[src/rtl/fifo_umbrales_status.sv]
// fifo_umbrales_status: sync FIFO with threshold-driven status (empty/full/error/pause/almost-empty).
// Define UMBRAL_CHECK_EN to reject illegal threshold pairs and raise a sticky cfg_error.
module fifo_umbrales_status #(
    parameter int DATA_WIDTH      = 6,
    parameter int ADDR_WIDTH      = 3,
    parameter int UMBRAL_HIGH_DEF = 6,
    parameter int UMBRAL_LOW_DEF  = 2
) (
    input  logic                  clk,
    input  logic                  reset,
    input  logic                  init,
    input  logic [ADDR_WIDTH:0]   umbral_high,
    input  logic [ADDR_WIDTH:0]   umbral_low,
    input  logic                  push,
    input  logic [DATA_WIDTH-1:0] data_in,
    input  logic                  pop,
    output logic [DATA_WIDTH-1:0] data_out,
    output logic                  valid_out,
    output logic [ADDR_WIDTH:0]   count,
    output logic                  fifo_empty,
    output logic                  fifo_full,
    output logic                  pause,
    output logic                  almost_empty,
    output logic                  fifo_error,
    output logic                  cfg_error
);
    localparam int CW = ADDR_WIDTH + 1;
    localparam logic [ADDR_WIDTH:0] FULL = CW'(2 ** ADDR_WIDTH);

    typedef enum logic {NORMAL, PAUSED} state_t;
    state_t state;

    logic [DATA_WIDTH-1:0] mem [2 ** ADDR_WIDTH];
    logic [ADDR_WIDTH-1:0] rd_ptr, wr_ptr;
    logic [ADDR_WIDTH:0]   high_q, low_q, high_n, low_n, cnt_n;
    logic                  pop_ok, push_ok, cfg_ok, err_n;

    always_comb begin
        pop_ok  = pop && count != '0;
        // a full FIFO still takes a write when a read frees a slot in the same cycle
        push_ok = push && (count != FULL || pop_ok);
        err_n   = (push && !push_ok) || (pop && !pop_ok);
        cnt_n   = count + CW'(push_ok) - CW'(pop_ok);
`ifdef UMBRAL_CHECK_EN
        cfg_ok  = init && umbral_low < umbral_high && umbral_high <= FULL;
`else
        cfg_ok  = init;
`endif
        high_n  = cfg_ok ? umbral_high : high_q;
        low_n   = cfg_ok ? umbral_low : low_q;
    end

    always_ff @(posedge clk)
        if (!reset && push_ok) mem[wr_ptr] <= data_in;

    always_ff @(posedge clk) begin
        if (reset) begin
            rd_ptr       <= '0;
            wr_ptr       <= '0;
            count        <= '0;
            data_out     <= '0;
            valid_out    <= 1'b0;
            fifo_empty   <= 1'b1;
            fifo_full    <= 1'b0;
            almost_empty <= 1'b1;
            fifo_error   <= 1'b0;
            high_q       <= CW'(UMBRAL_HIGH_DEF);
            low_q        <= CW'(UMBRAL_LOW_DEF);
            state        <= NORMAL;
            pause        <= 1'b0;
        end else begin
            if (push_ok) wr_ptr <= wr_ptr + ADDR_WIDTH'(1);
            if (pop_ok) begin
                rd_ptr   <= rd_ptr + ADDR_WIDTH'(1);
                data_out <= mem[rd_ptr];
            end
            valid_out    <= pop_ok;
            count        <= cnt_n;
            fifo_empty   <= cnt_n == '0;
            fifo_full    <= cnt_n == FULL;
            almost_empty <= cnt_n <= low_n;
            fifo_error   <= fifo_error | err_n;
            high_q       <= high_n;
            low_q        <= low_n;
            // release takes priority in PAUSED, entry takes priority in NORMAL
            if (state == PAUSED) begin
                if (cnt_n <= low_n) begin
                    state <= NORMAL;
                    pause <= 1'b0;
                end
            end else if (cnt_n >= high_n) begin
                state <= PAUSED;
                pause <= 1'b1;
            end
        end
    end

`ifdef UMBRAL_CHECK_EN
    always_ff @(posedge clk)
        if (reset) cfg_error <= 1'b0;
        else if (init && !cfg_ok) cfg_error <= 1'b1;
`else
    assign cfg_error = 1'b0;
`endif
endmodule

[config.mk]
export PLATFORM = sky130hd
export DESIGN_NAME = fifo_umbrales_status
export DESIGN_NICKNAME = d
export VERILOG_FILES = /design/src/rtl/fifo_umbrales_status.sv
export SDC_FILE = /design/constraint.sdc
export NUM_CORES = 1
export LEC_CHECK = 0
export ABC_CLOCK_PERIOD_IN_PS = 7050
export CAP_MARGIN = 20
export CORE_MARGIN = 2
export CORE_UTILIZATION = 43
export CTS_CLUSTER_SIZE = 10
export DETAILED_ROUTE_END_ITERATION = 7
export PLACE_DENSITY = 0.64
export SYNTH_ARGS = -nofsm -noshare
export SYNTH_HDL_FRONTEND = slang
export SYNTH_SLANG_ARGS = --single-unit
[constraint.sdc]
create_clock -name clk -period 7.05 [get_ports clk]
set_input_delay 0.705 -clock clk [delete_from_list [all_inputs] [get_ports clk]]
set_output_delay 0.705 -clock clk [all_outputs]
set_load 0.01 [all_outputs]
==> impl_metrics.csv, run 1 <==
group,metric,value,unit
power_and_ir_drop,p_leak,1.343,nW
worst_setup_path,cp_data_arrival_time,4.00,ns
logic_synthesis,synthTopCellsByArea,"edfxtp_1, dfxtp_1, mux4_2",
cts,clock-root-buffer,"clkbuf_8",
cts,clock_latency,0.36,ns
grt,grt.total_usage,0.1448,
route,routed_wl,5549,um
timing,report.final.slew_viol_count,0,
floorplan,die-area,8307,um^2
route,drtPass1Iterations,4,
logic_synthesis,synth.distinct_cells,39,
timing,rsz0062_at_grt,"false",
timing,fmax,265.2,MHz
power_and_ir_drop,pwr-share-clk,0.212,
cts,path_clk_slew,0.09,ns
cts,cts_buffers,9,
timing,period_needed,3.771,ns
power_and_ir_drop,p_int,0.9596,mW
placement,hpwl,3722,um
final_layout,layout_commonest_cell,"edfxtp_1",
logic_synthesis,synthArstFlopShare,0,
route,drt-initial-drc-count,97,
power_and_ir_drop,power,1.448,mW
cts,htreeDepth,3,
timing,fin_skew,0.01092,ns
run_status,outcome,"complete, no violations",
flow_run,max-cap-violations,0,
grt,overflow,0,
cts,cts_sinks,79,
route,viasPerCell,4.905,
logic_synthesis,synth_flop_cell,"edfxtp_1",
timing,finalSetupTns,0,ns
timing,worst_slew_pin_slew,1.021,ns
worst_setup_path,worstPathMaxFanout,18,
final_layout,final_cell_mix,"edfxtp_1, clkdlybuf4s50_1, dfxtp_1",
grt,grt_pass1_vias,1747,
final_layout,nets,297,
logic_synthesis,syn_area,3266,um^2
power_and_ir_drop,p_seq_frac,0.417,
worst_hold_path,worstHoldPathType,"flop to flop",
floorplan,initial_core_util,0.4478,
logic_synthesis,synth-seq-cells,79,
timing,max-slew-margin-rel,0.3139,
worst_setup_path,crit_type,"input port to flop",
logic_synthesis,synth_fp_nets,260,
cts,post-cts-setup-buffers,0,
worst_setup_path,end_kind,"flop",
final_layout,antenna_cells,0,
power_and_ir_drop,p_comb_frac,0.370,
logic_synthesis,synth.top_cell.area_share,0.4414,
placement,port_buffers,34,
logic_synthesis,yosysTopAreaCell,"edfxtp_1",
timing,period_share,0.5348,
route,vias,1810,
power_and_ir_drop,switchingPower,0.4882,mW
floorplan,rows,31,
final_layout,n_fill_cell,645,
worst_setup_path,critical_path_required,7.28,ns
final_layout,synthToLayoutAreaGrowth,18.93,%
logic_synthesis,synth-warning-count,0,
route,ant_nets,0,
logic_synthesis,synth_edf_count,48,
floorplan,die_width,91.15,um
power_and_ir_drop,power_density,372.8,nW/um^2
route,route.detailed.drc,0,
timing,hold_violations,0,
cts,clockBufferDepth,2,
worst_setup_path,critPathLaunchType,"input port",
route,wl_per_cell,15.04,um
grt,grt_max_degree,38,
cts,cts_tree,"yes",
floorplan,fp.dieH,91.15,um
floorplan,ios,36,
logic_synthesis,syn-mean-instance-area,14.32,um^2
power_and_ir_drop,ir_worst_vdd,115.4,uV
cts,holdBufCountCts,0,
grt,grt_pass1_wl,8921,um
logic_synthesis,synthCells,228,
grt,antenna_found_initial,0,
placement,gp_congestion,0.7565,
power_and_ir_drop,power.share.switching,0.3372,
final_layout,drive_gt1_frac,0.1519,
logic_synthesis,seq_area_frac_synth,0.6314,
floorplan,core,7292,um^2
cts,cts_resized,0,
timing,finalSetupViolCount,0,
==> metal layers <==
metal / routed length, um / track usage
met5: 0 / 0
met4: 68 / 0.05303
met3: 264 / 0.05062
met2: 2502 / 0.2130
met1: 2714 / 0.1989
==> cells by family (layout without fill, tap and decap cells) <==
family,Yosys count,count (layout),synth area share
flip-flops,79,79,0.6314
XOR/XNOR,7,7,0.01877
AND/OR/NAND/NOR,58,58,0.08468
buffers and inverters,17,59,0.02414
other,1,1,0.001148
AO/OA/AOI/OAI,23,23,0.04866
adder cells (fa/ha/maj),16,16,0.05977
multiplexers,27,27,0.1314
==> worst max-delay path: stages <==
cell and delay (ns):
clkdlybuf4s50_1 0.52, a21boi_2 0.61, o21ai_0 0.28, ha_1 0.24, a21o_1 0.21, a21oi_1 0.19
xnor2_1 0.23, inv_1 0.13, ha_1 0.34, o2111ai_1 0.14, a221oi_1 0.32, o22ai_1 0.10
==> cell usage after synthesis (4+ instances only) <==
library cell,number
edfxtp_1,48
dfxtp_1,31
nor2_1,22
ha_1,13
mux4_2,12
mux2i_1,11
nand2_1,11
nand2b_1,8
inv_1,7
a211oi_1,6
clkbuf_1,6
nor2b_1,6
a21oi_1,5
xor2_1,4
==> metrics by stage <==
stage	util	instances	cell area (um^2)	hold slack, ns	worst slack, ns
6_report	0.5326	369	3884	0.4791	3.279
3_5_place_dp	0.5070	352	3697	0.4680	2.959
4_1_cts	0.5319	368	3879	0.4898	3.301
2_1_floorplan	-	228	3266	0.4491	3.757
3_3_place_gp	0.5070	352	3697	0.4572	3.008
5_1_grt	0.5326	369	3884	0.5074	2.974
==> flip-flops by register name, indices dropped and copies added (netlist names), 3 cells and up <==
register  count
count         4
mem          48
high_q        4
wr_ptr        3
rd_ptr        3
low_q         4
data_out      6
==> final cells by class <==
class	count	area [um^2]	share of cell area
clock buffer	9	123.9	0.03189
clock inverter	7	57.56	0.01482
inverter	7	26.28	0.006765
multi-input combinational	132	1137	0.2928
sequential	79	2062	0.5309
tap	99	123.9	0.03189
timing repair buffer	36	352.8	0.09085
==> worst paths after layout <==
| path | from | endpoint | slack (ns) | cells past startpoint |
|---|---|---|---|---|
| setup / recovery | pop | pause$_SDFFE_PP0P_ | 3.28 | 12 |
| hold / removal | fifo_error$_SDFF_PP0_ | fifo_error$_SDFF_PP0_ | 0.48 | 2 |
| setup reg to reg | count[2]$_SDFF_PP0_ | pause$_SDFFE_PP0P_ | 3.53 | 13 |
| hold reg to reg | fifo_error$_SDFF_PP0_ | fifo_error$_SDFF_PP0_ | 0.48 | 2 |
==> power by group through the flow <==
stage | clock network, mW | logic, mW | registers, mW
finish | 0.307 | 0.536 | 0.604
CTS | 0.315 | 0.540 | 0.607
floorplan | 0 | 0.381 | 0.605
global placement | 0 | 0.530 | 0.617
detailed placement | 0 | 0.536 | 0.618
global route | 0.338 | 0.601 | 0.617
Note: power is estimated with default switching activity, not from simulation.
==> inputs of run 2 (changes only) <==
--- a/config.mk
+++ b/config.mk
@@ -5,7 +5,7 @@
 export SDC_FILE = /design/constraint.sdc
 export NUM_CORES = 1
 export LEC_CHECK = 0
-export ABC_CLOCK_PERIOD_IN_PS = 7050
+export ABC_CLOCK_PERIOD_IN_PS = 3500
 export CAP_MARGIN = 20
 export CORE_MARGIN = 2
 export CORE_UTILIZATION = 43
==> constraint.sdc (replaced) <==
create_clock -name clk -period 3.5 [get_ports clk]
set_input_delay 0.35 -clock clk [delete_from_list [all_inputs] [get_ports clk]]
set_output_delay 0.35 -clock clk [all_outputs]
set_load 0.01 [all_outputs]
==> run 2 against run 1 <==
Net effect: design area up 2.1%; count of clock-buffer cells in the layout unchanged; global-route usage increased by 0.95 points; largest cell class unchanged; clock skew grew 0.0019 ns; core utilization rose by 1.1 points; worst setup slack got worse by 3.0 ns; flip-flop and latch count is the same; worst hold slack worse by 0.0029 ns.
==> impl_metrics.csv, run 2 (synthesis results as in run 1) <==
group,metric,value,unit
floorplan,core,7292,um^2
timing,max-slew-margin-rel,0.3892,
worst_setup_path,crit_family,"adder cells",
worst_setup_path,end_kind,"flop",
timing,hold_violations,0,
timing,report.final.slew_viol_count,0,
floorplan,die-area,8307,um^2
grt,grt_pass1_wl,9646,um
final_layout,multi_input_area,1132,um^2
timing,finalSetupViolCount,0,
worst_hold_path,worstHoldPathType,"flop to flop",
route,vias,1858,
floorplan,initial_core_util,0.4478,
power_and_ir_drop,power_density,787.1,nW/um^2
timing,fin_skew,0.01281,ns
grt,grt_util_met2,0.2302,
final_layout,fin_cells,374,
floorplan,ios,36,
final_layout,nets,302,
floorplan,fp.dieH,91.15,um
timing,rsz0062_at_grt,"false",
final_layout,n_fill_cell,651,
power_and_ir_drop,ir_worst_vdd,313.5,uV
grt,overflow,0,
route,wl_per_cell,15.42,um
worst_setup_path,r2r_slack,0.33,ns
timing,fmax,315.2,MHz
placement,port_buffers,34,
cts,cts_sinks,79,
grt,grt.busiest_layer,"met2",
placement,hpwl,3996,um
route,routed_wl,5768,um
worst_setup_path,slowest_delay,0.38,ns
final_layout,stdcell_area,3964,um^2
final_layout,largest-register,"mem",
run_status,outcome,"complete, no violations",
final_layout,drive_gt1_frac,0.1673,
final_layout,largest_reg_flops,48,
timing,worst_slew_pin_slew,0.9149,ns
timing,finalSetupTns,0,ns
cts,cts_buffers,9,
route,ant_nets,0,
grt,grt.total_usage,0.1543,
final_layout,synthToLayoutAreaGrowth,21.38,%
cts,clock_latency,0.35,ns
flow_run,max-cap-violations,0,
route,route.detailed.drc,0,
worst_setup_path,critical_path_required,3.72,ns
power_and_ir_drop,p_leak,1.400,nW
final_layout,antenna_cells,0,
placement,dp_cells,358,
worst_setup_path,critPathLaunchType,"flop",
final_layout,seqCellArea,2062,um^2
final_layout,final_cell_mix,"edfxtp_1, clkdlybuf4s50_1, dfxtp_1",
worst_setup_path,path_cells,"inv_1 -> ha_1 -> nand2b_1 -> nand3_1 -> nand2_1 -> o21ai_0 -> ha_1 -> xor2_1 -> ha_1 -> nor2b_1 -> a2bb2oi_1 -> maj3_1 -> a221oi_1 -> o22ai_1",
cts,htreeDepth,3,
route,drt-initial-drc-count,107,
timing,period_share,0.9063,
grt,antenna_found_initial,0,
worst_setup_path,worstPathMaxFanout,3,
grt,use_met1,0.2082,
worst_setup_path,cp_data_arrival_time,3.39,ns
cts,clockBufferDepth,2,
cts,clock-root-buffer,"clkbuf_8",
route,drtPass1Iterations,4,
cts,cts_tree,"yes",
worst_setup_path,critPathMostFrequentCell,"ha_1",
route,viasPerCell,4.968,
worst_setup_path,crit_type,"flop to flop",
floorplan,die_width,91.15,um
final_layout,top_regs,"mem: 48 flops, data_out: 6 flops",
worst_setup_path,critPathSlowestCell,"maj3_1",
worst_setup_path,path_buf_inv,1,
grt,grt_max_degree,20,
grt,met3_usage,0.03983,
floorplan,rows,31,
timing,period_needed,3.172,ns
cts,post-cts-setup-buffers,0,
placement,dpl_cell_area,3730,um^2
final_layout,layout_commonest_cell,"edfxtp_1",
grt,grt_pass1_vias,1877,
cts,path_clk_slew,0.09,ns
placement,gp_congestion,0.7536,
run 2: metrics by stage:
| stage | hold slack (ns) | total power [mW] | utilization | worst slack (ns) |
|---|---|---|---|---|
| floorplan | 0.4489 | 1.986 | - | 0.2503 |
| global placement | 0.4544 | 2.335 | 0.5115 | 0.3439 |
| detailed placement | 0.4711 | 2.356 | 0.5115 | 0.2475 |
| CTS | 0.4893 | 3.129 | 0.5426 | 0.2932 |
| global route | 0.5052 | 3.341 | 0.5436 | 0.04844 |
| finish | 0.4762 | 3.120 | 0.5436 | 0.3279 |
run 2: final timing paths:
kind	startpoint	end	cells past startpoint
setup / recovery	count[2]$_SDFF_PP0_	pause$_SDFFE_PP0P_	14
hold / removal	fifo_error$_SDFF_PP0_	fifo_error$_SDFF_PP0_	2
setup reg to reg	count[2]$_SDFF_PP0_	pause$_SDFFE_PP0P_	14
hold reg to reg	fifo_error$_SDFF_PP0_	fifo_error$_SDFF_PP0_	2
run 2: layer usage:
layer | vias to the layer above | wire length, um
li1 | 925 | -
met5 | - | 0
met3 | 10 | 258
met1 | 882 | 2678
met2 | 41 | 2711
met4 | 0 | 120
run 2: layout make-up:
| type | count | share of cell area |
|---|---|---|
| inverter | 7 | 0.006629 |
| timing repair buffer | 41 | 0.09912 |
| tap | 99 | 0.03125 |
| clock inverter | 7 | 0.02588 |
| multi-input combinational | 132 | 0.2857 |
| clock buffer | 9 | 0.03125 |
| sequential | 79 | 0.5202 |
run 2: what timing repair did:
action,4_1_cts,5_1_grt
gates resized for setup,0,1
hold buffers,0,0
endpoints found under the hold margin,0,0
endpoints found under the setup margin,0,1
run 2: worst register-to-register path, cell delays in order (launching register included):
cell	delay (ns)
dfxtp_1	0.33
inv_1	0.07
ha_1	0.24
nand2b_1	0.17
nand3_1	0.08
nand2_1	0.08
o21ai_0	0.24
ha_1	0.21
xor2_1	0.24
ha_1	0.30
nor2b_1	0.14
a2bb2oi_1	0.13
maj3_1	0.38
a221oi_1	0.29
o22ai_1	0.13
run 2: power breakdown:
part           switching [mW]  internal [mW]
logic                   0.547          0.603
clock network           0.345          0.411
registers               0.112           1.10
total                    1.00           2.12
==> inputs of run 3 (changes only) <==
--- a/config.mk
+++ b/config.mk
@@ -6,7 +6,6 @@
 export NUM_CORES = 1
 export LEC_CHECK = 0
 export ABC_CLOCK_PERIOD_IN_PS = 3500
-export CAP_MARGIN = 20
 export CORE_MARGIN = 2
 export CORE_UTILIZATION = 43
 export CTS_CLUSTER_SIZE = 10
==> results of run 3 <==
Final layout, timing and power as in run 2 (identical DEF).
